File: src/rtl/mult32x32_fsm.sv
`default_nettype none
// ============================================================================
// Module   : mult32x32_fsm
// Purpose  : Sequencing controller for the 32x32 multiplier datapath. On a
//            start request it walks the datapath through eight partial-product
//            steps (4 bytes of a x 2 halfwords of b), driving the operand
//            selects, the partial-product shift and the product-register
//            clear/accumulate strobes.
// Options  : MULT_FSM_DONE_EN - adds a registered one-cycle 'done' pulse in
//            the IDLE cycle that follows the last step.
// Revision : 1.0 - initial release
// ============================================================================
module mult32x32_fsm (
    input  logic       clk,
    input  logic       reset,
    input  logic       start,
    output logic       busy,
    output logic [1:0] a_sel,
    output logic       b_sel,
    output logic [2:0] shift_sel,
    output logic       upd_prod,
    output logic       clr_prod
`ifdef MULT_FSM_DONE_EN
    ,
    output logic       done
`endif
);

    // IDLE plus one state per partial-product step. Encodings 9..15 are
    // unreachable and fall back to IDLE.
    typedef enum logic [3:0] {
        ST_IDLE = 4'd0,
        ST_S0   = 4'd1,
        ST_S1   = 4'd2,
        ST_S2   = 4'd3,
        ST_S3   = 4'd4,
        ST_S4   = 4'd5,
        ST_S5   = 4'd6,
        ST_S6   = 4'd7,
        ST_S7   = 4'd8
    } state_t;

    state_t     state_q;
    state_t     state_d;

    // Moore outputs are held in flops loaded from the next-state decode, so
    // they change only at the clock edge together with the state and stay
    // glitch-free for the whole step cycle.
    logic       busy_q;
    logic       busy_d;
    logic [1:0] a_sel_q;
    logic [1:0] a_sel_d;
    logic       b_sel_q;
    logic       b_sel_d;
    logic [2:0] shift_sel_q;
    logic [2:0] shift_sel_d;
    logic       upd_prod_q;
    logic       upd_prod_d;

    // Next-state logic: start is only honoured in IDLE, steps advance unconditionally.
    always_comb begin
        state_d = ST_IDLE;
        case (state_q)
            ST_IDLE: state_d = start ? ST_S0 : ST_IDLE;
            ST_S0:   state_d = ST_S1;
            ST_S1:   state_d = ST_S2;
            ST_S2:   state_d = ST_S3;
            ST_S3:   state_d = ST_S4;
            ST_S4:   state_d = ST_S5;
            ST_S5:   state_d = ST_S6;
            ST_S6:   state_d = ST_S7;
            ST_S7:   state_d = ST_IDLE;
            default: state_d = ST_IDLE;
        endcase
    end

    // Step table: a_sel = k mod 4, b_sel = k div 4, shift = a_sel + 2*b_sel.
    always_comb begin
        busy_d      = 1'b1;
        upd_prod_d  = 1'b1;
        a_sel_d     = 2'd0;
        b_sel_d     = 1'b0;
        shift_sel_d = 3'd0;
        case (state_d)
            ST_S0: begin a_sel_d = 2'd0; b_sel_d = 1'b0; shift_sel_d = 3'd0; end
            ST_S1: begin a_sel_d = 2'd1; b_sel_d = 1'b0; shift_sel_d = 3'd1; end
            ST_S2: begin a_sel_d = 2'd2; b_sel_d = 1'b0; shift_sel_d = 3'd2; end
            ST_S3: begin a_sel_d = 2'd3; b_sel_d = 1'b0; shift_sel_d = 3'd3; end
            ST_S4: begin a_sel_d = 2'd0; b_sel_d = 1'b1; shift_sel_d = 3'd2; end
            ST_S5: begin a_sel_d = 2'd1; b_sel_d = 1'b1; shift_sel_d = 3'd3; end
            ST_S6: begin a_sel_d = 2'd2; b_sel_d = 1'b1; shift_sel_d = 3'd4; end
            ST_S7: begin a_sel_d = 2'd3; b_sel_d = 1'b1; shift_sel_d = 3'd5; end
            default: begin
                busy_d     = 1'b0;
                upd_prod_d = 1'b0;
            end
        endcase
    end

    // State and Moore output registers; reset abandons any operation in flight.
    always_ff @(posedge clk) begin
        if (reset) begin
            state_q     <= ST_IDLE;
            busy_q      <= 1'b0;
            a_sel_q     <= 2'd0;
            b_sel_q     <= 1'b0;
            shift_sel_q <= 3'd0;
            upd_prod_q  <= 1'b0;
        end else begin
            state_q     <= state_d;
            busy_q      <= busy_d;
            a_sel_q     <= a_sel_d;
            b_sel_q     <= b_sel_d;
            shift_sel_q <= shift_sel_d;
            upd_prod_q  <= upd_prod_d;
        end
    end

    assign busy      = busy_q;
    assign a_sel     = a_sel_q;
    assign b_sel     = b_sel_q;
    assign shift_sel = shift_sel_q;
    assign upd_prod  = upd_prod_q;

    // Clear is Mealy so the product register empties on the very edge that
    // accepts start; it is masked by reset because reset dominates start.
    assign clr_prod = (state_q == ST_IDLE) && start && !reset;

`ifdef MULT_FSM_DONE_EN
    logic done_q;

    // Completion pulse: high in the IDLE cycle right after the final step.
    always_ff @(posedge clk) begin
        if (reset) begin
            done_q <= 1'b0;
        end else begin
            done_q <= (state_q == ST_S7);
        end
    end

    assign done = done_q;
`endif

endmodule
`default_nettype wire

File: config.mk
export PLATFORM = sky130hd
export DESIGN_NAME = mult32x32_fsm
export DESIGN_NICKNAME = d
export VERILOG_FILES = /design/src/rtl/mult32x32_fsm.sv
export SDC_FILE = /design/constraint.sdc
export NUM_CORES = 1
export LEC_CHECK = 0
export CELL_PAD_IN_SITES_DETAIL_PLACEMENT = 1
export CELL_PAD_IN_SITES_GLOBAL_PLACEMENT = 2
export CORE_UTILIZATION = 25
export DETAILED_ROUTE_END_ITERATION = 6
export GPL_TIMING_DRIVEN = 0
export MAX_ROUTING_LAYER = met4
export PLACE_DENSITY_LB_ADDON = 0.1
export SYNTH_ARGS = -nofsm -noshare
export SYNTH_HDL_FRONTEND = slang
export SYNTH_SLANG_ARGS = --single-unit
File: constraint.sdc
create_clock -name clk -period 1.15 [get_ports clk]
set_input_delay 0.1725 -clock clk [delete_from_list [all_inputs] [get_ports clk]]
set_output_delay 0.1725 -clock clk [all_outputs]
set_load 0.05 [all_outputs]
==> flow_summary.yaml, run 1 <==
sta:
  relSlewSlack: 0.815
  worst_pin_slew_ps: 279
  rsz0062_at_grt: "true"
  clock.fmax_mhz: 760
  hold_viol_final: 0
  finalSetupViolCount: 1
  setup_ws_ps: -166
  post-route-min-period_ps: 1320
  slew_violations: 0
  post-route-period-util: 1.14
  fin_skew_ps: 4.49
global_route:
  grt_max_degree: 9
  antenna_found_initial: 0
  overflow: 0
  grt_pass1_wl_um: 1410
  grt_pass1_vias: 345
  grtUsageTotal: 0.115
setup_path:
  cp_max_fo: 2
  critPathTopFamily: "simple AND/OR/NAND/NOR gates"
  critPathBufInv: 1
  crit_slowest_cell: "dfxtp_2"
  crit_arrival_ps: 1140
  max_stage_delay_ps: 340
  critPathCaptureType: "output port"
  cp_cell_sequence: "nor3_4 > and3_4 > buf_8"
  path_class: "reg2out"
  critPathRequiredTime_ps: 980
  start_kind: "flip-flop"
detailed_routing:
  met1_length_um: 313
  vias: 297
  routed.top_layer: "met3"
  wl_met3_um: 39
  wl_per_cell_um: 11.6
  drt-initial-drc-count: 1
  wirelength_um: 798
  dr.pass1.iters: 2
  drt-vias-per-instance: 4.30
  drcViolationCount: 0
  drtAntennaViolNets: 0
  route.met2.wl_um: 445
power_and_ir_drop:
  power_switching_mw: 0.285
  leakagePower_nw: 0.240
  p_comb_frac: 0.247
  power_frac_clock: 0.286
  power.internal_mw: 0.631
  vdd_drop_max_uv: 604
  sw_frac_of_total: 0.311
  power_mw: 0.916
  pwr-share-seq: 0.467
  cellPowerDensity_nw_per_um2: 1570
clock_tree:
  cts_htree_levels: 1
  clkTransAtPathRegs_ps: 70
  cts_hold_buffers: 0
  clock_path_buffers: 2
  clock-sinks: 11
  cts_buffers: 3
  clk_latency_ps: 260
  cts_tree: "yes"
  clock-root-buffer: "clkbuf_4"
yosys:
  synth_area_um2: 404
  ys_warn_count: 0
  yosys-top-cells-area: "dfxtp_1 (54%), buf_6 (5.6%), nor2_1 (4.6%)"
  synth_cell_types: 18
  synth-seq-cells: 11
  postSynthAreaPerCell_um2: 10.9
  seq_area_frac_synth: 0.545
  synth_top_area_share: 0.545
  yosysTopAreaCell: "dfxtp_1"
  syn_nets: 40
  synthCells: 37
floorplan:
  start_util: 0.268
  core_um2: 1510
  ios: 12
  floorplan.die_area_um2: 1780
  die-height_um: 42.2
  std_cell_rows: 14
  dieWidth_um: 42.2
placed_design:
  port-buffer-count: 11
  dp_cells: 64
  place_area_um2: 536
  hpwl_um: 570
  gp_congestion: 0.657
final_layout:
  drive_gt1_frac: 0.528
  area_growth_pct: 44.3
  insertedDiodeCount: 0
  nets: 57
  final_cell_area_um2: 583
  final_cell_count_no_fill: 69
status:
  status: "finished with violations"
  violations: "setup timing"
job:
  maxCapViolCount: 0
min_path:
  hold_class: "in2reg"
## per-layer routing
| metal | vias to the layer above | track usage |
|---|---|---|
| met4 | 0 | 0.0750 |
| met1 | 141 | 0.121 |
| met5 | - | - |
| met3 | 0 | 0.0388 |
| met2 | 8 | 0.182 |
| li1 | 148 | - |
## synthesized netlist by cell type
cell / n
and2_1: 1
o31a_1: 1
nand3b_1: 1
and4bb_1: 1
or2_1: 1
buf_4: 1
nor2_2: 2
nor2_1: 5
a21oi_2: 2
and3_1: 1
a21bo_2: 1
clkbuf_2: 1
inv_1: 2
xnor2_1: 2
dfxtp_1: 11
buf_6: 2
nor3_2: 1
nor3b_1: 1
## cell type report
class,instances,area [um^2]
Tap cell,16,20.0
Fill cell,182,923
Inverter,2,7.51
Multi-Input combinational cell,20,160
Buffer,3,30.0
Clock buffer,4,26.3
Timing Repair Buffer,13,115
Sequential cell,11,224
## placed cells by master (no fill, tap or decap), types with 2 or more instances in the layout
cell type,netlist,final
xnor2_1,2,2
inv_1,2,2
nor2_2,2,2
buf_2,0,3
clkbuf_4,0,4
buf_6,2,2
clkdlybuf4s15_2,0,3
a21oi_2,2,2
buf_4,1,3
dfxtp_2,0,3
nor2_1,5,4
dfxtp_1,11,8
## state kept, by name, indices dropped and copies added (netlist names)
| name | cells |
|---|---|
| shift_sel | 3 |
| b_sel | 1 |
| state_q | 4 |
| upd_prod | 1 |
| a_sel | 2 |
## power groups by stage
stage | combinational [mW] | clock, mW | sequential [mW]
floorplan | 0.110 | 0 | 0.480
finish | 0.227 | 0.262 | 0.428
CTS | 0.229 | 0.281 | 0.428
global placement | 0.226 | 0 | 0.425
detailed placement | 0.232 | 0 | 0.426
global route | 0.241 | 0.298 | 0.432
## stage by stage
stage	util	hold WS (ps)	worst slack, ps	setup TNS (ps)
floorplan	-	248	40.3	0
global placement	0.355	467	-786	-1750
detailed placement	0.355	487	-793	-2070
CTS	0.394	262	-177	-177
global route	0.387	326	-218	-218
finish	0.387	311	-166	-166
## kinds of logic (layout without fill, tap and decap cells)
logic type / after synthesis / count (layout) / share of synthesized area
simple gates: 14 / 14 / 0.217
flops: 11 / 11 / 0.545
buf+inv: 6 / 22 / 0.105
compound gates: 4 / 4 / 0.0898
xor+xnor: 2 / 2 / 0.0434
## path summary, 6_finish.rpt
| kind | to | cells past startpoint | slack, ps | start |
|---|---|---|---|---|
| worst max register to register | state_q[1] | 4 | 160 | state_q[3] |
| worst max-delay path | clr_prod | 3 | -170 | state_q[3] |
| worst min-delay path | b_sel | 2 | 310 | reset |
| worst min register to register | shift_sel[0] | 2 | 540 | state_q[0] |
## repair_timing
action	4_1_cts	5_1_grt
setup endpoints to repair	9	6
setup buffers	2	0
cloned	0	0
pin swaps	2	0
resized for setup	42	8
Note: power is estimated with default switching activity, not from simulation.
==> run 2: changes to the inputs <==
- CTS_BUF_LIST: not set -> sky130_fd_sc_hd__clkbuf_8
==> flow_summary.yaml, run 2 (synthesis gave the netlist of run 1 again) <==
status:
  status: "finished with violations"
  violations: "setup timing"
global_route:
  grt_max_degree: 9
  antenna_found_initial: 0
  grt_pass1_vias: 340
  overflow: 0
  grt_pass1_wl_um: 1410
  grtUsageTotal: 0.118
setup_path:
  start_kind: "flip-flop"
  crit_slowest_cell: "dfxtp_2"
  max_stage_delay_ps: 330
  path_class: "reg2out"
  r2r-start: "state_q[3]"
  critPathRequiredTime_ps: 980
  startpoint: "state_q[3]"
  cp_cell_sequence: "nor3_4 > and3_4 > buf_8"
  crit_arrival_ps: 1110
  critPathCaptureType: "output port"
  cp_max_fo: 2
power_and_ir_drop:
  leakagePower_nw: 0.248
  p_comb_frac: 0.220
  cellPowerDensity_nw_per_um2: 1680
  power_mw: 1.04
  power_frac_clock: 0.367
  sw_frac_of_total: 0.292
  pwr-share-seq: 0.413
  power_switching_mw: 0.303
  power.internal_mw: 0.735
  vdd_drop_max_uv: 555
floorplan:
  std_cell_rows: 14
  ios: 12
  dieWidth_um: 42.2
  start_util: 0.268
  floorplan.die_area_um2: 1780
  die-height_um: 42.2
  core_um2: 1510
clock_tree:
  cts_hold_buffers: 0
  clock_path_buffers: 2
  clk_latency_ps: 240
  cts_htree_levels: 1
  clock-root-buffer: "clkbuf_8"
  clkTransAtPathRegs_ps: 50
  cts_buffers: 3
  clock-sinks: 11
  cts_tree: "yes"
detailed_routing:
  drt-initial-drc-count: 1
  wl_per_cell_um: 11.7
  drcViolationCount: 0
  wirelength_um: 808
  drt-vias-per-instance: 4.30
  dr.pass1.iters: 2
  drtAntennaViolNets: 0
  vias: 297
sta:
  setup_ws_ps: -133
  worst_pin_slew_ps: 279
  slew_violations: 0
  post-route-period-util: 1.12
  hold_ws_ps: 343
  clock.fmax_mhz: 780
  hold_viol_final: 0
  post-route-min-period_ps: 1280
  rsz0062_at_grt: "true"
  finalSetupViolCount: 1
  relSlewSlack: 0.815
  fin_skew_ps: 1.04
final_layout:
  top_register: "state_q"
  mostFrequentLayoutCell: "dfxtp_1"
  fillCellCount: 178
  area_growth_pct: 53.3
  largest_reg_flops: 4
  insertedDiodeCount: 0
  layout_common_cells: "dfxtp_1 (8), clkdlybuf4s15_2 (7), nor2_1 (4)"
  nets: 57
  drive_gt1_frac: 0.528
placed_design:
  hpwl_um: 570
  gp_congestion: 0.657
  port-buffer-count: 11
min_path:
  worstHoldStart: "reset"
  hold_class: "in2reg"
job:
  maxCapViolCount: 0
-- run 2: changes by cell type in the layout (fill, tap and decap cells not counted), sizes merged --
cell,before,now
clkdlybuf4s15,3,7
buf,9,7
clkbuf,5,3
clkdlybuf4s18,1,0
inv,2,3
-- run 2: routing by layer --
layer,up-vias,track usage,part of all wire
met3,2,0.0388,0.048
met4,0,0.0938,0.024
li1,147,-,-
met1,138,0.116,0.39
met5,-,-,0
met2,10,0.188,0.53
-- run 2: timing repair --
item / in CTS / in global routing
pin swaps: 2 / 0
setup buffers: 2 / 0
endpoints found under the hold margin: 0 / 0
gates resized for setup: 41 / 1
setup endpoints to repair: 9 / 1
-- run 2: power by group through the flow --
stage	Combinational [mW]	Sequential, mW	Clock [mW]
after floorplan	0.110	0.480	0
after global placement	0.226	0.425	0
after detailed placement	0.232	0.426	0
after CTS	0.229	0.428	0.399
after global routing	0.243	0.433	0.414
final	0.228	0.429	0.381
-- run 2: final timing paths --
path	endpoint	slack (ps)	cells after the start
min	b_sel	340	2
max	clr_prod	-130	3
max reg2reg	state_q[1]	160	4
min reg2reg	shift_sel[0]	540	2
-- run 2: critical path, delay by kind of cell (launching register included) --
| family | cells | cell delay (ps) |
|---|---|---|
| flip-flops | 1 | 330 |
| AND/OR/NAND/NOR | 2 | 410 |
| buffers and inverters | 1 | 140 |
-- run 2: final cells by class --
class / count / area, um^2 / area share
multi-input cells: 20 / 160 / 0.259
flip-flops and latches: 11 / 224 / 0.362
well taps: 16 / 20.0 / 0.0323
clock inverters: 1 / 3.75 / 0.00606
plain buffers: 3 / 30.0 / 0.0485
clock buffers: 3 / 41.3 / 0.0667
inverters: 2 / 7.51 / 0.0121
repair buffers: 13 / 133 / 0.214
-- run 2: per-stage QoR --
| stage | area (um^2) | setup WS (ps) | util | instances | TNS, ps |
|---|---|---|---|---|---|
| 5_1_grt | 619 | -172 | 0.411 | 69 | -172 |
| 2_1_floorplan | 405 | 40.3 | - | 37 | 0 |
| 6_report | 619 | -133 | 0.411 | 69 | -133 |
| 3_3_place_gp | 536 | -786 | 0.355 | 64 | -1750 |
| 3_5_place_dp | 536 | -793 | 0.355 | 64 | -2070 |
| 4_1_cts | 613 | -140 | 0.407 | 69 | -140 |
